## config.mk

```make
export PLATFORM = sky130hd
export DESIGN_NAME = bus_hold_tx
export DESIGN_NICKNAME = d
export VERILOG_FILES = /design/src/rtl/bus_sync_pkg.sv /design/src/rtl/bus_hold_tx.sv
export SDC_FILE = /design/constraint.sdc
export NUM_CORES = 1
export LEC_CHECK = 0
export ABC_CLOCK_PERIOD_IN_PS = 1600
export CAP_MARGIN = 15
export CORE_MARGIN = 3
export CORE_UTILIZATION = 54
export CTS_BUF_LIST = sky130_fd_sc_hd__clkbuf_16
export CTS_CLUSTER_SIZE = 10
export DETAILED_ROUTE_END_ITERATION = 10
export DONT_BUFFER_PORTS = 1
export PLACE_DENSITY_LB_ADDON = 0.2
export SLEW_MARGIN = 20
export SYNTH_ARGS = -nofsm -noshare
export SYNTH_HDL_FRONTEND = slang
export SYNTH_SLANG_ARGS = --single-unit
```

## constraint.sdc

```tcl
create_clock -name dest_clk -period 1.6 [get_ports dest_clk]
set_input_delay 0.16 -clock dest_clk [delete_from_list [all_inputs] [get_ports dest_clk]]
set_output_delay 0.16 -clock dest_clk [all_outputs]
set_load 0.005 [all_outputs]
```

## src/rtl/bus_sync_pkg.sv

```systemverilog
// rtl/bus_sync_pkg.sv - shared constants and helpers for the stable-capture bus synchronizer
package bus_sync_pkg;

  // Transmit-side hold state; the encoding is shared with the receive side.
  typedef enum logic {
    ST_IDLE = 1'b0,
    ST_HOLD = 1'b1
  } bus_state_t;

  // Default minimum hold, sized so HOLD_CYCLES*T_dest covers 5*T_rx plus margin.
  localparam int HOLD_CYCLES_DEFAULT = 6;

  // Bits needed to hold values 0..value-1, never less than one bit.
  function automatic int bus_clog2(input int value);
    int w;
    w = 1;
    while ((1 << w) < value) begin
      w = w + 1;
    end
    return w;
  endfunction

endpackage

```

## src/rtl/bus_hold_tx.sv

```systemverilog
// rtl/bus_hold_tx.sv - holds each written word glitch-free on bus_out for HOLD_CYCLES; BUS_HOLD_TX_SHADOW_EN adds a one-entry pending register
module bus_hold_tx
  import bus_sync_pkg::*;
#(
  parameter int BUS_BW      = 8,
  parameter int HOLD_CYCLES = HOLD_CYCLES_DEFAULT,
  parameter int CNT_W       = 8
) (
  input  logic              dest_clk,
  input  logic              dest_rstn,
  input  logic              wr_valid,
  output logic              wr_ready,
  input  logic [BUS_BW-1:0] wr_data,
  output logic [BUS_BW-1:0] bus_out,
  output logic              busy,
  output logic [CNT_W-1:0]  upd_cnt
);

  localparam int              HC_W      = bus_clog2(HOLD_CYCLES);
  localparam logic [HC_W-1:0] HOLD_LOAD = HC_W'(HOLD_CYCLES - 1);

  bus_state_t        state;
  logic [HC_W-1:0]   cnt;
  logic              launch_pt;
  logic              accept;
  logic              cand_vld;
  logic [BUS_BW-1:0] cand_data;

  // The bus may take a new value when idle or on the last cycle of a hold.
  assign launch_pt = (state == ST_IDLE) || (cnt == '0);
  assign accept    = wr_valid && wr_ready;

`ifdef BUS_HOLD_TX_SHADOW_EN
  logic              pend_vld;
  logic [BUS_BW-1:0] pend_data;

  // With a free pending slot the writer never has to wait for the hold to expire.
  assign wr_ready  = !pend_vld;
  assign cand_vld  = pend_vld || accept;
  assign cand_data = pend_vld ? pend_data : wr_data;

  // Park a word written mid-hold; drain it at the next launch point.
  always_ff @(posedge dest_clk or negedge dest_rstn) begin
    if (!dest_rstn) begin
      pend_vld  <= 1'b0;
      pend_data <= '0;
    end else if (launch_pt) begin
      pend_vld  <= 1'b0;
    end else if (accept) begin
      pend_vld  <= 1'b1;
      pend_data <= wr_data;
    end
  end
`else
  // Without a pending slot only a launch point can take a word.
  assign wr_ready  = launch_pt;
  assign cand_vld  = accept;
  assign cand_data = wr_data;
`endif

  // Hold FSM: launch differing words, consume equal ones, count down the hold.
  always_ff @(posedge dest_clk or negedge dest_rstn) begin
    if (!dest_rstn) begin
      state   <= ST_IDLE;
      cnt     <= '0;
      bus_out <= '0;
      busy    <= 1'b0;
      upd_cnt <= '0;
    end else if (launch_pt) begin
      if (cand_vld && (cand_data != bus_out)) begin
        bus_out <= cand_data;
        state   <= ST_HOLD;
        busy    <= 1'b1;
        cnt     <= HOLD_LOAD;
        upd_cnt <= upd_cnt + CNT_W'(1);
      end else begin
        state   <= ST_IDLE;
        busy    <= 1'b0;
      end
    end else begin
      cnt <= cnt - HC_W'(1);
    end
  end

endmodule
```

==> impl_results.md <==
- Routed len/inst: about 17 µm
- Final Worst Setup Slack: -0.05307 ns
- Slowest cell on the critical path: dfrtp_1
- Pin count of the biggest net entering global routing: 21
- FP Rows: 14
- Number of global-route vias before repair: a little over 600
- Port bufs: 0
- Vias/cell: about 5.2
- Worst slew pin tran: roughly 0.9 ns
- Clock skew: between 0.006 and 0.007 ns
- Grt total ovfl: 0
- Post-Syn Area: just under 1000 µm²
- Yosys reg bits: 20
- Clock power share: between 20% and 30%
- Library cells used by synthesis: 18
- Pre-antenna DRT Iters: 4
- Status: complete, but fails checks
- Ratio of cells with drive above 1 in the final layout: 43.33%
- Detailed Place HPWL: about 1200 µm
- DIE HEIGHT: ~48 µm
- Syn nets: 87
- Power Internal: about 1900 µW
- ANT nets after route: 0
- Worst-skew pair later-pin latency: around 0.25 ns
- Post-synthesis sequential area ratio: between 50% and 60%
- Crit share post-route: 103.3%
- Sequential Power Share: 33.6%
- Total CTS buffers: 3
- Gr usage total: between 10% and 20%
- Peak supply drop: 1.513 mV
- Core ar.: roughly 1600 µm²
- Share of the synthesized area in the top cell type: 51.95%
- CTS tree: done
- Syn Inst Count: 73
- Top-count cell post-synth: dfrtp_1
- Final Max Slew Viols: 0
- Final hold violation count: 0
- Final setup viols: 13
- Crit Path Class: flop to flop
- Violated checks: setup timing
- First-pass GRT wire length: approximately 2800 µm
- Non-filler cells, final: between 100 and 150
- Setup crit end kind: flop
- Starting Density: between 60% and 70%
- Max Clk Rate: a little over 600 MHz
- Delay-heaviest family, CP: flip-flops
- IO Pins: 29
- Diode count: 0
- Placed cells: between 100 and 150
- Htree depth: 1
- Synth-to-layout area growth: 31.30%
- Largest cells by area after synthesis: dfrtp_1 (52%), mux2_4 (14%), xor2_1 (8.2%), xnor2_1 (5.5%), ha_1 (3.9%)
- Slew HR: 41.01%
- Sw power: around 910 µW
- Switching share of power: approximately 32%
- Critical-path cell list: inv_2 > ha_4 > ha_4 > nor2b_4 > inv_2 > nand2_2 > a21oi_4 > buf_6 > mux2_4
- Initial antenna violation count: 0
- Tot Pwr: roughly 2800 µW
- Die span in x: roughly 48 µm
- WP data arrival: 1.79 ns
- Synth cell count leaders: dfrtp_1 (20), mux2_4 (9), xor2_1 (9)
- Synth warn: 0
- Area leader, netlist: dfrtp_1
- RSZ-0062 raised after global routing: yes
- CP Max Fanout: 5
- Routed wire length: 1914 µm
- Power per Cell Area: between 2000 and 2500 nW/µm²
- Clock-pin transition on the worst setup and hold timing paths: around 0.060 ns
- Ys async rst share: 100.0%
- Final Cell Area: 1265 µm²
- Tmin final: between 1.5 and 2 ns
- Placed Area: roughly 1100 µm²
- Top FF cell, synth: dfrtp_1
- Die footprint: 2327 µm²
- Syn Area/Cell: approximately 13 µm²
- Critical path startpoint category: flop
- CTS sink cnt: 20
- Comb pwr share: 42.3%
- CP peak stage delay: about 0.38 ns
- Max_cap viols: 0
- DRC viols: 0
- Fin util: between 70% and 80%
- GP Congestion: 0.7105
- DRT iter0 DRCs: 3
- DR vias: roughly 600
- Max clock buf depth: 2
- Worst hold path class: primary input to flop
- CP bufs+invs: 3
- Layout Nets: 105
- P_leak: slightly below 0.0006 µW
- Post-synth EDFFs: 0
- CTS root buf: clkbuf_16
- Required time worst endpoint: between 1.5 and 2 ns
-- power groups by stage --
stage               clock, µW  sequential (µW)  combinational, µW
finish                    684              950               1200
global route              715              980               1310
CTS                       693              946               1090
detailed placement          0              948               1010
global placement            0              940                975
floorplan                   0              930                689
-- flip-flops by register name (all words and copies together) (netlist names) --
register and flops:
cnt 3, bus_out 8, upd_cnt 8, state 1
-- layout by cell type, fill, tap and decap left out --
master	count
xor2_1	9
a21oi_1	2
dlygate4sd3_1	1
mux2_4	9
nand4_1	4
dfrtp_1	20
nor3_2	1
ha_4	2
a21oi_4	1
or2_1	1
and3_1	2
nor4_2	2
nor2b_4	1
nand2_1	3
nand2_2	1
bufinv_16	1
inv_2	3
clkbuf_16	3
o22ai_1	1
xnor2_1	6
ha_1	1
buf_4	11
buf_6	3
inv_1	1
nor3_4	1
-- final timing paths --
check                           slack [ns]  depth (start not counted)  startpoint          to
worst max-delay path                 -0.05                          9      cnt[1]  upd_cnt[1]
worst min-delay path                  0.05                          1  wr_data[0]  bus_out[0]
worst max register to register       -0.05                          9      cnt[1]  upd_cnt[1]
worst min register to register        0.50                          1  upd_cnt[7]  upd_cnt[7]
max in group asynchronous             0.58                          1   dest_rstn  bus_out[5]
min in group asynchronous             0.47                          1   dest_rstn  bus_out[2]
-- per-layer routing --
metal | share of wire, % | track usage, %
met2 | 51 | 29.95
met5 | 0 | 0
met1 | 41 | 20.05
met3 | 7.1 | 9.225
met4 | 0.37 | 3.226
-- timing repair --
| item | 4_1_cts | 5_1_grt |
|---|---|---|
| gates resized for setup | 5 | 6 |
| hold endpoints to repair | 20 | 0 |
| hold buffers | 1 | 0 |
| pin swaps | 1 | 3 |
| endpoints found under the setup margin | 13 | 18 |
| buffers inserted | 1 | 1 |
-- cell type report --
cell class / instances / area, µm²
sequential: 20 / 500.5
multi-input combinational: 47 / 488.0
fill: 89 / 329.1
timing repair buffer: 15 / 126.4
clock buffer: 3 / 75.07
clock inverter: 1 / 30.03
tap: 24 / 30.03
inverter: 4 / 15.01
-- stage by stage --
step                setup slack (ns)  hold slack (ns)  TNS [ns]
floorplan                   -0.02157          -0.1356   -0.1953
global placement            -0.02785          -0.1352   -0.2228
detailed placement          -0.04233          -0.1352   -0.3469
CTS                         -0.06842          0.04702   -0.4578
global route                 -0.1397          0.04800    -1.856
finish                      -0.05307          0.04713   -0.5134
-- cells by family after synthesis --
family | after synthesis | share of synthesized area, %
buffers and inverters | 6 | 3.246
DFF | 20 | 51.95
and+or+nand+nor | 16 | 10.65
adders and majority gates | 3 | 3.897
muxes | 9 | 14.03
xor gates and xnor gates | 15 | 13.64
AOI/OAI and AO/OA | 4 | 2.598
Power figures use the tool's default switching activity.
